<file path="config.mk">
export PLATFORM = sky130hd
export DESIGN_NAME = nibble_mult_seq_flat
export DESIGN_NICKNAME = d
export VERILOG_FILES = /design/src/rtl/nibble_mult_pkg.sv /design/src/rtl/nibble_mult_seq_if.sv /design/src/rtl/nibble_mult_seq_pp_shift_acc.sv /design/src/rtl/nibble_mult_seq.sv /design/src/flat_wrapper.sv
export SDC_FILE = /design/constraint.sdc
export NUM_CORES = 1
export LEC_CHECK = 0
export ABC_CLOCK_PERIOD_IN_PS = 9400
export CAP_MARGIN = 20
export CORE_MARGIN = 1
export CORE_UTILIZATION = 40
export CTS_BUF_LIST = sky130_fd_sc_hd__clkbuf_8
export CTS_CLUSTER_DIAMETER = 50
export DETAILED_ROUTE_END_ITERATION = 10
export GPL_TIMING_DRIVEN = 0
export REMOVE_ABC_BUFFERS = 1
export SETUP_SLACK_MARGIN = 0.3
export SLEW_MARGIN = 10
export SYNTH_ARGS = -nofsm -noshare
export SYNTH_HDL_FRONTEND = slang
export SYNTH_HIERARCHICAL = 1
export SYNTH_SLANG_ARGS = --single-unit
</file>
<file path="constraint.sdc">
create_clock -name clk_i -period 9.4 [get_ports clk_i]
set_input_delay 0.94 -clock clk_i [delete_from_list [all_inputs] [get_ports clk_i]]
set_output_delay 0.94 -clock clk_i [all_outputs]
set_load 0.03 [all_outputs]
</file>
<file path="src/rtl/nibble_mult_pkg.sv">
// Shared types and sizing helpers for the nibble-serial multiplier sequencer.
package nibble_mult_pkg;

    typedef enum logic [1:0] {
        StIdle,
        StIssue,
        StDrain,
        StDone
    } state_e;

    localparam int unsigned DefaultWidth = 16;

    function automatic int unsigned nib_of(input int unsigned width);
        return width / 4;
    endfunction

    function automatic int unsigned acc_w_of(input int unsigned width);
        return 2 * width;
    endfunction

    // Pair counters index 0..NIB-1; never narrower than one bit.
    function automatic int unsigned cnt_w_of(input int unsigned width);
        return (width / 4 > 1) ? $clog2(width / 4) : 1;
    endfunction

endpackage

</file>
<file path="src/rtl/nibble_mult_seq_if.sv">
// Operand and result handshakes of the nibble multiplier sequencer.
interface nibble_mult_seq_if #(
    parameter int unsigned WIDTH = 16
);
    logic                 in_valid;
    logic                 in_ready;
    logic [WIDTH-1:0]     op_a;
    logic [WIDTH-1:0]     op_b;
    logic                 out_valid;
    logic                 out_ready;
    logic [2*WIDTH-1:0]   result;

    modport master (
        output in_valid, op_a, op_b, out_ready,
        input  in_ready, out_valid, result
    );

    modport slave (
        input  in_valid, op_a, op_b, out_ready,
        output in_ready, out_valid, result
    );
endinterface

</file>
<file path="src/rtl/nibble_mult_seq_pp_shift_acc.sv">
// Partial-product tag pipeline and shift-accumulator; consumes each product one edge after issue.
module pp_shift_acc #(
    parameter int unsigned ACC_W   = 32,
    parameter int unsigned SHIFT_W = 5
) (
    input  logic               clk_i,
    input  logic               rst_ni,
    input  logic               ena_i,
    input  logic               clear_i,
    input  logic               issue_i,
    input  logic [SHIFT_W-1:0] shift_i,
    input  logic [7:0]         mul_p_i,
    output logic [ACC_W-1:0]   acc_o
);
    logic               tag_valid_q;
    logic [SHIFT_W-1:0] tag_shift_q;
    logic [ACC_W-1:0]   acc_q, acc_d;

    always_comb begin
        acc_d = acc_q;
        if (clear_i) begin
            acc_d = '0;
        end else if (tag_valid_q) begin
            acc_d = acc_q + (ACC_W'(mul_p_i) << tag_shift_q);
        end
    end

    // The tag tracks the product currently sitting in the multiplier register.
    always_ff @(posedge clk_i or negedge rst_ni) begin
        if (!rst_ni) begin
            tag_valid_q <= 1'b0;
            tag_shift_q <= '0;
            acc_q       <= '0;
        end else if (ena_i) begin
            tag_valid_q <= issue_i;
            tag_shift_q <= shift_i;
            acc_q       <= acc_d;
        end
    end

    assign acc_o = acc_q;
endmodule

</file>
<file path="src/rtl/nibble_mult_seq.sv">
// Sequencer around a registered 4x4 multiplier: issues all nibble pairs and accumulates a full product.
module nibble_mult_seq
    import nibble_mult_pkg::*;
#(
    parameter int unsigned WIDTH = DefaultWidth
) (
    input  logic             clk_i,
    input  logic             rst_ni,
    input  logic             ena_i,
    nibble_mult_seq_if.slave bus,
    output logic [3:0]       mul_a_o,
    output logic [3:0]       mul_b_o,
    input  logic [7:0]       mul_p_i
);
    localparam int unsigned NIB     = nib_of(WIDTH);
    localparam int unsigned ACC_W   = acc_w_of(WIDTH);
    localparam int unsigned CNT_W   = cnt_w_of(WIDTH);
    localparam int unsigned SHIFT_W = $clog2(ACC_W);

    typedef logic [CNT_W-1:0] cnt_t;
    localparam cnt_t Last = cnt_t'(NIB - 1);

    state_e           state_q, state_d;
    logic [WIDTH-1:0] op_a_q, op_a_d, op_b_q, op_b_d;
    cnt_t             i_q, i_d, j_q, j_d, pi_q, pi_d, pj_q, pj_d;
    logic             accept, issue;
    logic [SHIFT_W-1:0] issue_shift;
    logic [ACC_W-1:0]   acc;

    function automatic logic [3:0] nibble(input logic [WIDTH-1:0] v, input cnt_t idx);
        return v[{idx, 2'b00} +: 4];
    endfunction

    assign issue_shift = SHIFT_W'({i_q, 2'b00}) + SHIFT_W'({j_q, 2'b00});

    always_comb begin
        state_d = state_q;
        op_a_d  = op_a_q;
        op_b_d  = op_b_q;
        i_d     = i_q;
        j_d     = j_q;
        pi_d    = pi_q;
        pj_d    = pj_q;
        accept  = 1'b0;
        issue   = 1'b0;
        unique case (state_q)
            StIdle: begin
                if (bus.in_valid) begin
                    accept  = 1'b1;
                    op_a_d  = bus.op_a;
                    op_b_d  = bus.op_b;
                    i_d     = '0;
                    j_d     = '0;
                    state_d = StIssue;
                end
            end
            StIssue: begin
                issue = 1'b1;
                pi_d  = i_q;
                pj_d  = j_q;
                if (i_q == Last) begin
                    i_d = '0;
                    if (j_q == Last) begin
                        state_d = StDrain;
                    end else begin
                        j_d = j_q + 1'b1;
                    end
                end else begin
                    i_d = i_q + 1'b1;
                end
            end
            StDrain: state_d = StDone;
            StDone: begin
                if (bus.out_ready) begin
                    state_d = StIdle;
                end
            end
            default: state_d = StIdle;
        endcase
    end

    always_ff @(posedge clk_i or negedge rst_ni) begin
        if (!rst_ni) begin
            state_q <= StIdle;
            op_a_q  <= '0;
            op_b_q  <= '0;
            i_q     <= '0;
            j_q     <= '0;
            pi_q    <= '0;
            pj_q    <= '0;
        end else if (ena_i) begin
            state_q <= state_d;
            op_a_q  <= op_a_d;
            op_b_q  <= op_b_d;
            i_q     <= i_d;
            j_q     <= j_d;
            pi_q    <= pi_d;
            pj_q    <= pj_d;
        end
    end

    // While paused or draining, replay the pending pair so the ungated multiplier keeps its product.
    always_comb begin
        mul_a_o = '0;
        mul_b_o = '0;
        if (state_q == StIssue && ena_i) begin
            mul_a_o = nibble(op_a_q, i_q);
            mul_b_o = nibble(op_b_q, j_q);
        end else if (state_q == StIssue || state_q == StDrain) begin
            mul_a_o = nibble(op_a_q, pi_q);
            mul_b_o = nibble(op_b_q, pj_q);
        end
    end

    pp_shift_acc #(
        .ACC_W   (ACC_W),
        .SHIFT_W (SHIFT_W)
    ) u_acc (
        .clk_i   (clk_i),
        .rst_ni  (rst_ni),
        .ena_i   (ena_i),
        .clear_i (accept),
        .issue_i (issue),
        .shift_i (issue_shift),
        .mul_p_i (mul_p_i),
        .acc_o   (acc)
    );

    assign bus.in_ready  = (state_q == StIdle);
    assign bus.out_valid = (state_q == StDone);
    assign bus.result    = acc;
endmodule

</file>
<file path="src/flat_wrapper.sv">
// flat-port wrapper written by rule: the top's interface ports become plain ports
module nibble_mult_seq_flat import nibble_mult_pkg::*;
#(
    parameter int unsigned WIDTH = DefaultWidth
)
  (clk_i, rst_ni, ena_i, mul_a_o, mul_b_o, mul_p_i, bus_in_valid, bus_op_a, bus_op_b, bus_out_ready, bus_in_ready, bus_out_valid, bus_result);
  nibble_mult_seq_if #(.WIDTH(WIDTH)) bus_i ();
  input  logic clk_i;
  input  logic rst_ni;
  input  logic ena_i;
  output logic [3:0] mul_a_o;
  output logic [3:0] mul_b_o;
  input  logic [7:0] mul_p_i;
  input wire logic [$bits(bus_i.in_valid)-1:0] bus_in_valid;
  input wire logic [$bits(bus_i.op_a)-1:0] bus_op_a;
  input wire logic [$bits(bus_i.op_b)-1:0] bus_op_b;
  input wire logic [$bits(bus_i.out_ready)-1:0] bus_out_ready;
  output wire logic [$bits(bus_i.in_ready)-1:0] bus_in_ready;
  output wire logic [$bits(bus_i.out_valid)-1:0] bus_out_valid;
  output wire logic [$bits(bus_i.result)-1:0] bus_result;
  assign bus_i.in_valid = bus_in_valid;
  assign bus_i.op_a = bus_op_a;
  assign bus_i.op_b = bus_op_b;
  assign bus_i.out_ready = bus_out_ready;
  assign bus_in_ready = bus_i.in_ready;
  assign bus_out_valid = bus_i.out_valid;
  assign bus_result = bus_i.result;
  nibble_mult_seq #(.WIDTH(WIDTH)) u_core (.clk_i(clk_i), .rst_ni(rst_ni), .ena_i(ena_i), .bus(bus_i), .mul_a_o(mul_a_o), .mul_b_o(mul_b_o), .mul_p_i(mul_p_i));
endmodule
</file>
# Word-level counts from Yosys, hierarchy flattened
# Index checks and enable logic that the tools add are counted.
# totals
latch_bits,0
ramBits,0
word_cells,60
romBits,0
ff_bits,80
input_bits,45
n_memories,0
output_inout_bits,42
# classes
muxes,20
reduce_logical,11
add_sub_neg,4
div,0
bitwise_logic,0
order_cmp,0
n_shift,5
eq_ne,10
multipliers,0
# op_table
op,count
32-bit two-way mux,2
16-bit by 5-bit variable part select with 4-bit output,4
32-bit adder,1
8-bit by 5-bit left shift with 32-bit output,1
2-bit two-way mux,8
4-bit two-way mux,4
5-bit AND reduction,2
"2-bit equality test, second input constant",4
2-bit case mux with 2 select lines,2
2-bit case mux with 4 select lines,1
"2-bit != test, second input constant",3
3-bit AND reduction,2
4-bit by 4-bit adder with 5-bit output,1
"2-bit by 1-bit adder with 2-bit output, second input constant",2
"2-bit by 1-bit != test with 1-bit output, second input constant",2
2-bit AND reduction,2
2-bit nonzero test,2
1-bit two-way mux,3
"2-bit by 1-bit equality test with 1-bit output, second input constant",1
2-bit logical NOT,1
1-bit logical AND,1
1-bit logical OR,1

# Longest topological paths before layout
# Gate-level depths: netlist of run 1.
# logic_depth
depth_word,4
depth_mapped,18
ltp_nobuf,15

# By module
# Netlist of run 1, hierarchy kept.
# modules_own_cells
mod,seq_area_each_um2,instances,cells_per_inst,area_per_inst_um2
pp_shift_acc,950.9,1,484,3876.2
nibble_mult_seq,1051.0,1,158,2309.7

# Worst setup path before layout of run 1
# No wires, ideal clock.
# synth_timing
path_type,input port to flip-flop
from,input port mul_p_i[0]
to,register u_core.u_acc.acc_q[28] (netlist: u_core/u_acc/acc_o[28])
arrival_ps,3538
path_slack_ps,5731
n_path_buf,0
stages,12
t_required_ps,9269
cell_sequence,mux2i_1 > or3_1 > or2_2 > fa_1 > nor2b_4 > o31a_4 > o21bai_4 > o31ai_4 > nand3_2 > a21oi_4 > nor4_1 > or3b_1
# synth_between
elab_chain_len,4
# synth_rtl
item,line_no,source
"start, declared",flat_wrapper.sv:13,input logic [7:0] mul_p_i;
8-bit by 5-bit left shift with 32-bit output,nibble_mult_seq_pp_shift_acc.sv:24,acc_d = acc_q + (ACC_W'(mul_p_i) << tag_shift_q);
32-bit adder,nibble_mult_seq_pp_shift_acc.sv:24,
32-bit two-way mux,nibble_mult_seq_pp_shift_acc.sv:23,end else if (tag_valid_q) begin
32-bit two-way mux,nibble_mult_seq_pp_shift_acc.sv:21,if (clear_i) begin
"end signal, assigned",nibble_mult_seq_pp_shift_acc.sv:33,acc_q <= '0;
"end signal, assigned",nibble_mult_seq_pp_shift_acc.sv:37,acc_q <= acc_d;
"end, declared",nibble_mult_seq_pp_shift_acc.sv:17,"logic [ACC_W-1:0] acc_q, acc_d;"
# Every way passes these cells. The select of a mux whose other input is x is not followed.
# A chain may end at the register's enable or synchronous reset.

# Worst setup path in the final report of run 1
# layout_timing
from,input port mul_p_i[7]
to,register u_core.u_acc.acc_q[31] (netlist: u_core/u_acc/acc_o[31])
# The elaborated chain is that of the path after synthesis.

==> flow_summary.yaml, run 1 <==
synth:
  syn_area_um2: 6190
  ys_seq_area_share_pct: 32.4
  synth_edf_count: 0
  yosys_register_bits: 80
  synth_warnings: 6
  synth_flop_cell: "dfrtp_1"
  synthArstFlopShare_pct: 100
  avgSynthCellArea_um2: 9.64
  synthDistinctLibCells: 75
  syn_inst: 642
run:
  maxCapViolCount: 0
final_layout:
  final_cell_area_um2: 7300
  seq_area_um2: 2000
  fin_nets: 792
  drive_above_1_share_pct: 14.2
  fillers: 1436
  multiInputGateArea_um2: 3860
  areaGrowthSynthToFinish_pct: 18.0
  layout_commonest_cell: "clkdlybuf4s50_1"
  n_antenna_cell: 0
  layout_common_cells: "clkdlybuf4s50_1, nand2_1, dfrtp_1"
placement:
  place_area_um2: 7090
  place_congestion: 0.916
  pre_cts_slack_ns: 4.81
  dpl.hpwl_mm: 11.9
  portBuffers: 86
setup_path:
  cpPeakStageDelay_ns: 0.53
  slowest_stage: "clkdlybuf4s50_1"
  crit_type: "input pin to flip-flop"
  worstPathCellList: "clkdlybuf4s50_1 -> mux2i_1 -> o21ai_0 -> o21ai_0 -> mux2i_1 -> and2_1 -> ha_1 -> a21oi_1 -> o21ai_0 -> a211oi_1 -> o221a_2 -> o2111ai_1 -> nand2_1 -> mux2i_1 -> nand4_1"
  arrival_ns: 4.49
  cp_data_required_time_ns: 9.67
  critPathLaunchType: "input pin"
  cp_max_fo: 7
  endpoint_kind: "flip-flop"
floorplan:
  die_height_um: 126
  num_rows: 45
  die_w_um: 126
  pin_count: 87
  core_um2: 15100
  initial_core_util_pct: 40.8
  die_area_um2: 16000
grt:
  grt_pass1_vias: 5169
  grt_first_pass_wirelength_mm: 25.6
  grt.met2_usage_pct: 34.2
  busiest_layer: "met2"
  globalRouteTotalUtil_pct: 20.5
  use_met1_pct: 26.1
  antenna_found_initial: 0
  use_met3_pct: 3.25
  grt_max_degree: 57
  grt_remaining_overflow: 0
timing:
  max_freq_mhz: 237
  min_period_ns: 4.23
  tightest_slew_ns: 0.729
  setup_violations: 0
  hold_viol: 0
  timing.hold.ws_ns: 0.463
  finalCritPeriodShare_pct: 45.0
  fin_ws_ns: 5.17
  finalMaxSlewViolations: 0
  clock_skew_ns: 0.0124
  relSlewSlack_pct: 51.2
  rsz0062_at_grt: "false"
  finalSetupTns_ns: 0
worst_hold_path:
  hold_class: "input pin to async pin"
clock_network:
  clock_path_buffers: 2
  path_clk_slew_ns: 0.10
  cts_tree: "built"
  cts.sinks: 80
  cts_max_level: 3
  post_cts_buffers: 0
  clockRootBuffer: "clkbuf_8"
  clk_latency_ns: 0.38
  cts_buffers: 9
  cts_resized: 0
  cts_hold_buf: 0
pwr:
  power_density_nw_per_um2: 317
  leakage_nw: 3.17
  vdd_drop_max_mv: 0.145
route:
  wire_per_inst_um: 17.3
  firstDrtPassIters: 7
  drt-total-wl_mm: 15.5
  drc: 0
  drt_iter0_drc: 252
  antenna_left: 0
  viasPerCell: 5.66
  num_vias: 5080
run_status:
  status: "complete, no violations"
[critical path, delay by kind of cell]
family	cells	cell delay, ns
compound gates	7	1.76
buf+inv	1	0.53
mux	3	0.52
simple gates	3	0.44
fa+ha+maj	1	0.31
[path summary, 6_finish.rpt]
check                                            start                      to  slack (ns)  depth (start not counted)
min reg2reg                          u_core/op_b_q[12]       u_core/op_b_q[12]        0.53                          1
min                                             rst_ni   u_core/u_acc/acc_o[8]        0.46                          1
max reg2reg                u_core/u_acc/tag_shift_q[1]  u_core/u_acc/acc_o[28]        5.44                         14
min in group clk_i                   u_core/op_b_q[12]       u_core/op_b_q[12]        0.53                          1
max in group asynchronous                       rst_ni       u_core/state_q[0]        8.32                          2
max                                         mul_p_i[7]  u_core/u_acc/acc_o[31]        5.17                         15
[cell usage after synthesis, types with 4 or more instances]
master | count | share of area (%)
clkbuf_1 | 16 | 0.97
and2_1 | 7 | 0.71
nand4_1 | 6 | 0.61
a22o_1 | 9 | 1.3
xnor2_1 | 12 | 1.7
buf_6 | 10 | 1.8
nor3b_1 | 4 | 0.49
nor2_1 | 35 | 2.1
o21ai_0 | 43 | 3.5
a21o_1 | 14 | 1.7
dfrtp_1 | 80 | 32
nand2_1 | 80 | 4.9
buf_2 | 4 | 0.32
or2_2 | 4 | 0.40
nand2b_1 | 7 | 0.71
buf_4 | 6 | 0.73
and2_2 | 4 | 0.49
o21ai_1 | 9 | 0.73
nor3_1 | 8 | 0.65
a31oi_1 | 4 | 0.40
or3_1 | 5 | 0.51
mux4_2 | 14 | 5.1
nand3_1 | 17 | 1.4
a21oi_1 | 37 | 3.0
o22ai_1 | 8 | 0.81
inv_1 | 21 | 1.3
o31ai_1 | 4 | 0.49
mux2_2 | 38 | 6.9
xor2_1 | 9 | 1.3
mux2i_1 | 16 | 2.6
ha_1 | 41 | 8.3
a211oi_1 | 5 | 0.61
[power breakdown]
| group | leakage (nW) | internal [mW] | switching (mW) |
|---|---|---|---|
| clock | 0.102 | 0.131 | 0.146 |
| sequential | 1.01 | 0.494 | 0.165 |
| combinational | 2.06 | 0.638 | 0.743 |
[sequential cells by signal, indices dropped and copies added, names as in the netlist, 2 cells and up]
name / cells
u_core/u_acc/acc_o: 32
u_core/state_q: 2
u_core/op_a_q: 16
u_core/u_acc/tag_shift_q: 5
u_core/j_q: 2
u_core/op_b_q: 16
u_core/pi_q: 2
u_core/i_q: 2
u_core/pj_q: 2
[metrics by stage]
stage	instances	utilization [%]	total power [mW]
2_1_floorplan	605	-	1.60
3_3_place_gp	879	46.4	2.00
3_5_place_dp	881	46.8	2.05
4_1_cts	897	48.2	2.33
5_1_grt	897	48.2	2.49
6_report	897	48.2	2.32
[cells by family (layout without fill, tap and decap cells)]
logic type,count (synthesis),after routing,synth area share (%)
flip-flops,80,80,32.4
multiplexers,72,72,15.8
AND/OR/NAND/NOR,193,193,15.1
adder cells (fa/ha/maj),43,43,8.94
AO/OA/AOI/OAI,172,172,19.3
other,1,2,0.0606
buffers and inverters,60,126,5.46
XOR/XNOR,21,21,2.97
[layout make-up]
type / instances / share of cell area (%)
timing repair buffer: 88 / 12.5
clock inverter: 6 / 0.943
tap: 188 / 3.22
inverter: 22 / 1.13
sequential: 80 / 27.4
multi-input combinational: 503 / 52.9
clock buffer: 10 / 1.89
[per-layer routing]
layer | vias up | part of all wire (%) | wire (µm)
li1 | 2466 | - | -
met1 | 2442 | 44 | 6890
met2 | 142 | 48 | 7460
met3 | 30 | 4.3 | 673
met4 | 0 | 3.2 | 491
met5 | - | 0 | 0
(Power assumes the default switching activity.)
==> inputs of run 2 (changes only) <==
--- a/config.mk
+++ b/config.mk
@@ -5,7 +5,7 @@
 export SDC_FILE = /design/constraint.sdc
 export NUM_CORES = 1
 export LEC_CHECK = 0
-export ABC_CLOCK_PERIOD_IN_PS = 9400
+export ABC_CLOCK_PERIOD_IN_PS = 4400
 export CAP_MARGIN = 20
 export CORE_MARGIN = 1
 export CORE_UTILIZATION = 40
==> constraint.sdc (replaced) <==
create_clock -name clk_i -period 4.4 [get_ports clk_i]
set_input_delay 0.44 -clock clk_i [delete_from_list [all_inputs] [get_ports clk_i]]
set_output_delay 0.44 -clock clk_i [all_outputs]
set_load 0.03 [all_outputs]
==> run 2 against run 1 <==
Sequential power grew 110%. First-iteration DRC count fell by 1.6%. Final area rose by 0.22%. Total power grew 110%. Via count is 0.24% higher. Clock skew fell by 0.00067 ns. Register-to-register slack lost 4.8 ns. Clock power is 110% higher. Global-route usage is essentially flat. Critical path type is now flip-flop to flip-flop. Critical endpoint is now u_core/u_acc/acc_o[28]. Highest routed layer unchanged.
==> flow_summary.yaml, run 2 (synthesized netlist as in run 1, its figures left out) <==
grt:
  grt_pass1_vias: 5181
  grt_remaining_overflow: 0
  antenna_found_initial: 0
  grt_max_degree: 57
  grt_first_pass_wirelength_mm: 25.6
  globalRouteTotalUtil_pct: 20.5
final_layout:
  layout_common_cells: "clkdlybuf4s50_1, nand2_1, dfrtp_1"
  largest_reg_flops: 32
  n_antenna_cell: 0
  layout_commonest_cell: "clkdlybuf4s50_1"
  fin_nets: 793
  areaGrowthSynthToFinish_pct: 18.3
  final_cell_area_um2: 7320
  drive_above_1_share_pct: 14.6
floorplan:
  die_w_um: 126
  pin_count: 87
  core_um2: 15100
  num_rows: 45
  initial_core_util_pct: 40.8
  die_area_um2: 16000
  die_height_um: 126
pwr:
  power_density_nw_per_um2: 677
  vdd_drop_max_mv: 0.310
  clkPwrFrac_pct: 11.9
  leakage_nw: 3.17
  power_frac_seq_pct: 28.4
  power_frac_comb_pct: 59.7
  p_total_mw: 4.95
  sw_frac_of_total_pct: 45.5
  p_sw_mw: 2.25
  power.internal_mw: 2.70
setup_path:
  reg2reg_depth: 14
  endpoint_kind: "flip-flop"
  critPathLaunchType: "flip-flop"
  cp_data_required_time_ns: 4.66
  crit_type: "flip-flop to flip-flop"
  endpoint: "u_core/u_acc/acc_o[28]"
  cp_max_fo: 14
  reg2reg_to: "u_core/u_acc/acc_o[28]"
  cp-startpoint: "u_core/u_acc/tag_shift_q[1]"
  rr_startpoint: "u_core/u_acc/tag_shift_q[1]"
  arrival_ns: 4.07
  rrSetupSlack_ns: 0.59
route:
  wl_met1_mm: 6.89
  wire_per_inst_um: 17.3
  dr_wl_met3_um: 655
  firstDrtPassIters: 7
  antenna_left: 0
  dr_wl_met2_mm: 7.45
  num_vias: 5092
  top_layer: "met4"
  drt-total-wl_mm: 15.5
  drt_iter0_drc: 248
  drc: 0
  viasPerCell: 5.67
placement:
  portBuffers: 86
  dpl.hpwl_mm: 11.9
  place_area_um2: 7090
  pre_cts_slack_ns: 0.308
  place_congestion: 0.916
clock_network:
  cts_buffers: 9
  cts.sinks: 80
  cts_tree: "built"
  clk_latency_ns: 0.38
  path_clk_slew_ns: 0.09
  clock_path_buffers: 2
  cts_max_level: 3
  clockRootBuffer: "clkbuf_8"
  post_cts_buffers: 0
timing:
  setup_violations: 0
  relSlewSlack_pct: 51.4
  max_freq_mhz: 263
  hold_viol: 0
  finalMaxSlewViolations: 0
  tightest_slew_ns: 0.726
  fin_ws_ns: 0.593
  clock_skew_ns: 0.0118
  min_period_ns: 3.81
  finalCritPeriodShare_pct: 86.5
  rsz0062_at_grt: "true"
run:
  maxCapViolCount: 0
run_status:
  status: "complete, no violations"
worst_hold_path:
  hold_class: "input pin to async pin"
[run 2: per-layer routing]
layer | vias to the layer above | global-route usage (%)
met5 | - | 0
met4 | 0 | 9.85
met3 | 32 | 3.25
met2 | 149 | 34.3
met1 | 2444 | 26.1
li1 | 2467 | -
[run 2: area by class of cell]
type | instances | area, µm²
timing repair buffer | 89 | 923
inverter | 22 | 86.3
tap | 188 | 235
fill | 1438 | 7830
sequential | 80 | 2000
clock buffer | 10 | 138
clock inverter | 6 | 68.8
multi-input combinational | 503 | 3860
[run 2: how the worst min path moves through the flow]
stage / start / to / slack, ns / cells after the start
after floorplan: rst_ni / u_core/i_q[0] / 0.14 / 0
after global placement: u_core/op_b_q[12] / u_core/op_b_q[12] / 0.49 / 1
after detailed placement: rst_ni / u_core/u_acc/acc_o[8] / 0.39 / 1
after CTS: rst_ni / u_core/u_acc/acc_o[8] / 0.50 / 2
after global routing: rst_ni / u_core/u_acc/acc_o[8] / 0.54 / 2
final: rst_ni / u_core/u_acc/acc_o[8] / 0.51 / 2
[run 2: repair_timing]
item,CTS,global route
gates resized for setup,0,4
endpoints found under the hold margin,24,0
hold buffers,1,0
endpoints found under the setup margin,0,4
[run 2: power by group through the flow]
stage,clock [mW],sequential [mW],combinational [mW]
finish,0.589,1.41,2.95
global route,0.644,1.47,3.21
CTS,0.610,1.42,2.96
detailed placement,0,1.43,2.94
global placement,0,1.40,2.88
floorplan,0,1.53,1.88
[run 2: critical path: stages (launching register included)]
cell and delay, ns:
dfrtp_2 0.53, mux2_2 0.39, o21ai_0 0.25, o22a_1 0.27, o22ai_1 0.11, and2_1 0.20
ha_1 0.34, a21o_1 0.19, a21oi_1 0.16, nor3b_1 0.09, a211oi_2 0.26, o21a_1 0.22
a21oi_4 0.09, o31ai_1 0.23, or3b_1 0.36
[run 2: per-stage QoR]
step	TNS (ns)	util, %	cells	hold slack [ns]
global placement	-16.88	46.4	879	0.488
floorplan	0	-	605	0.144
CTS	0	48.3	898	0.505
global route	0	48.3	898	0.539
detailed placement	0	46.8	881	0.389
finish	0	48.3	898	0.509
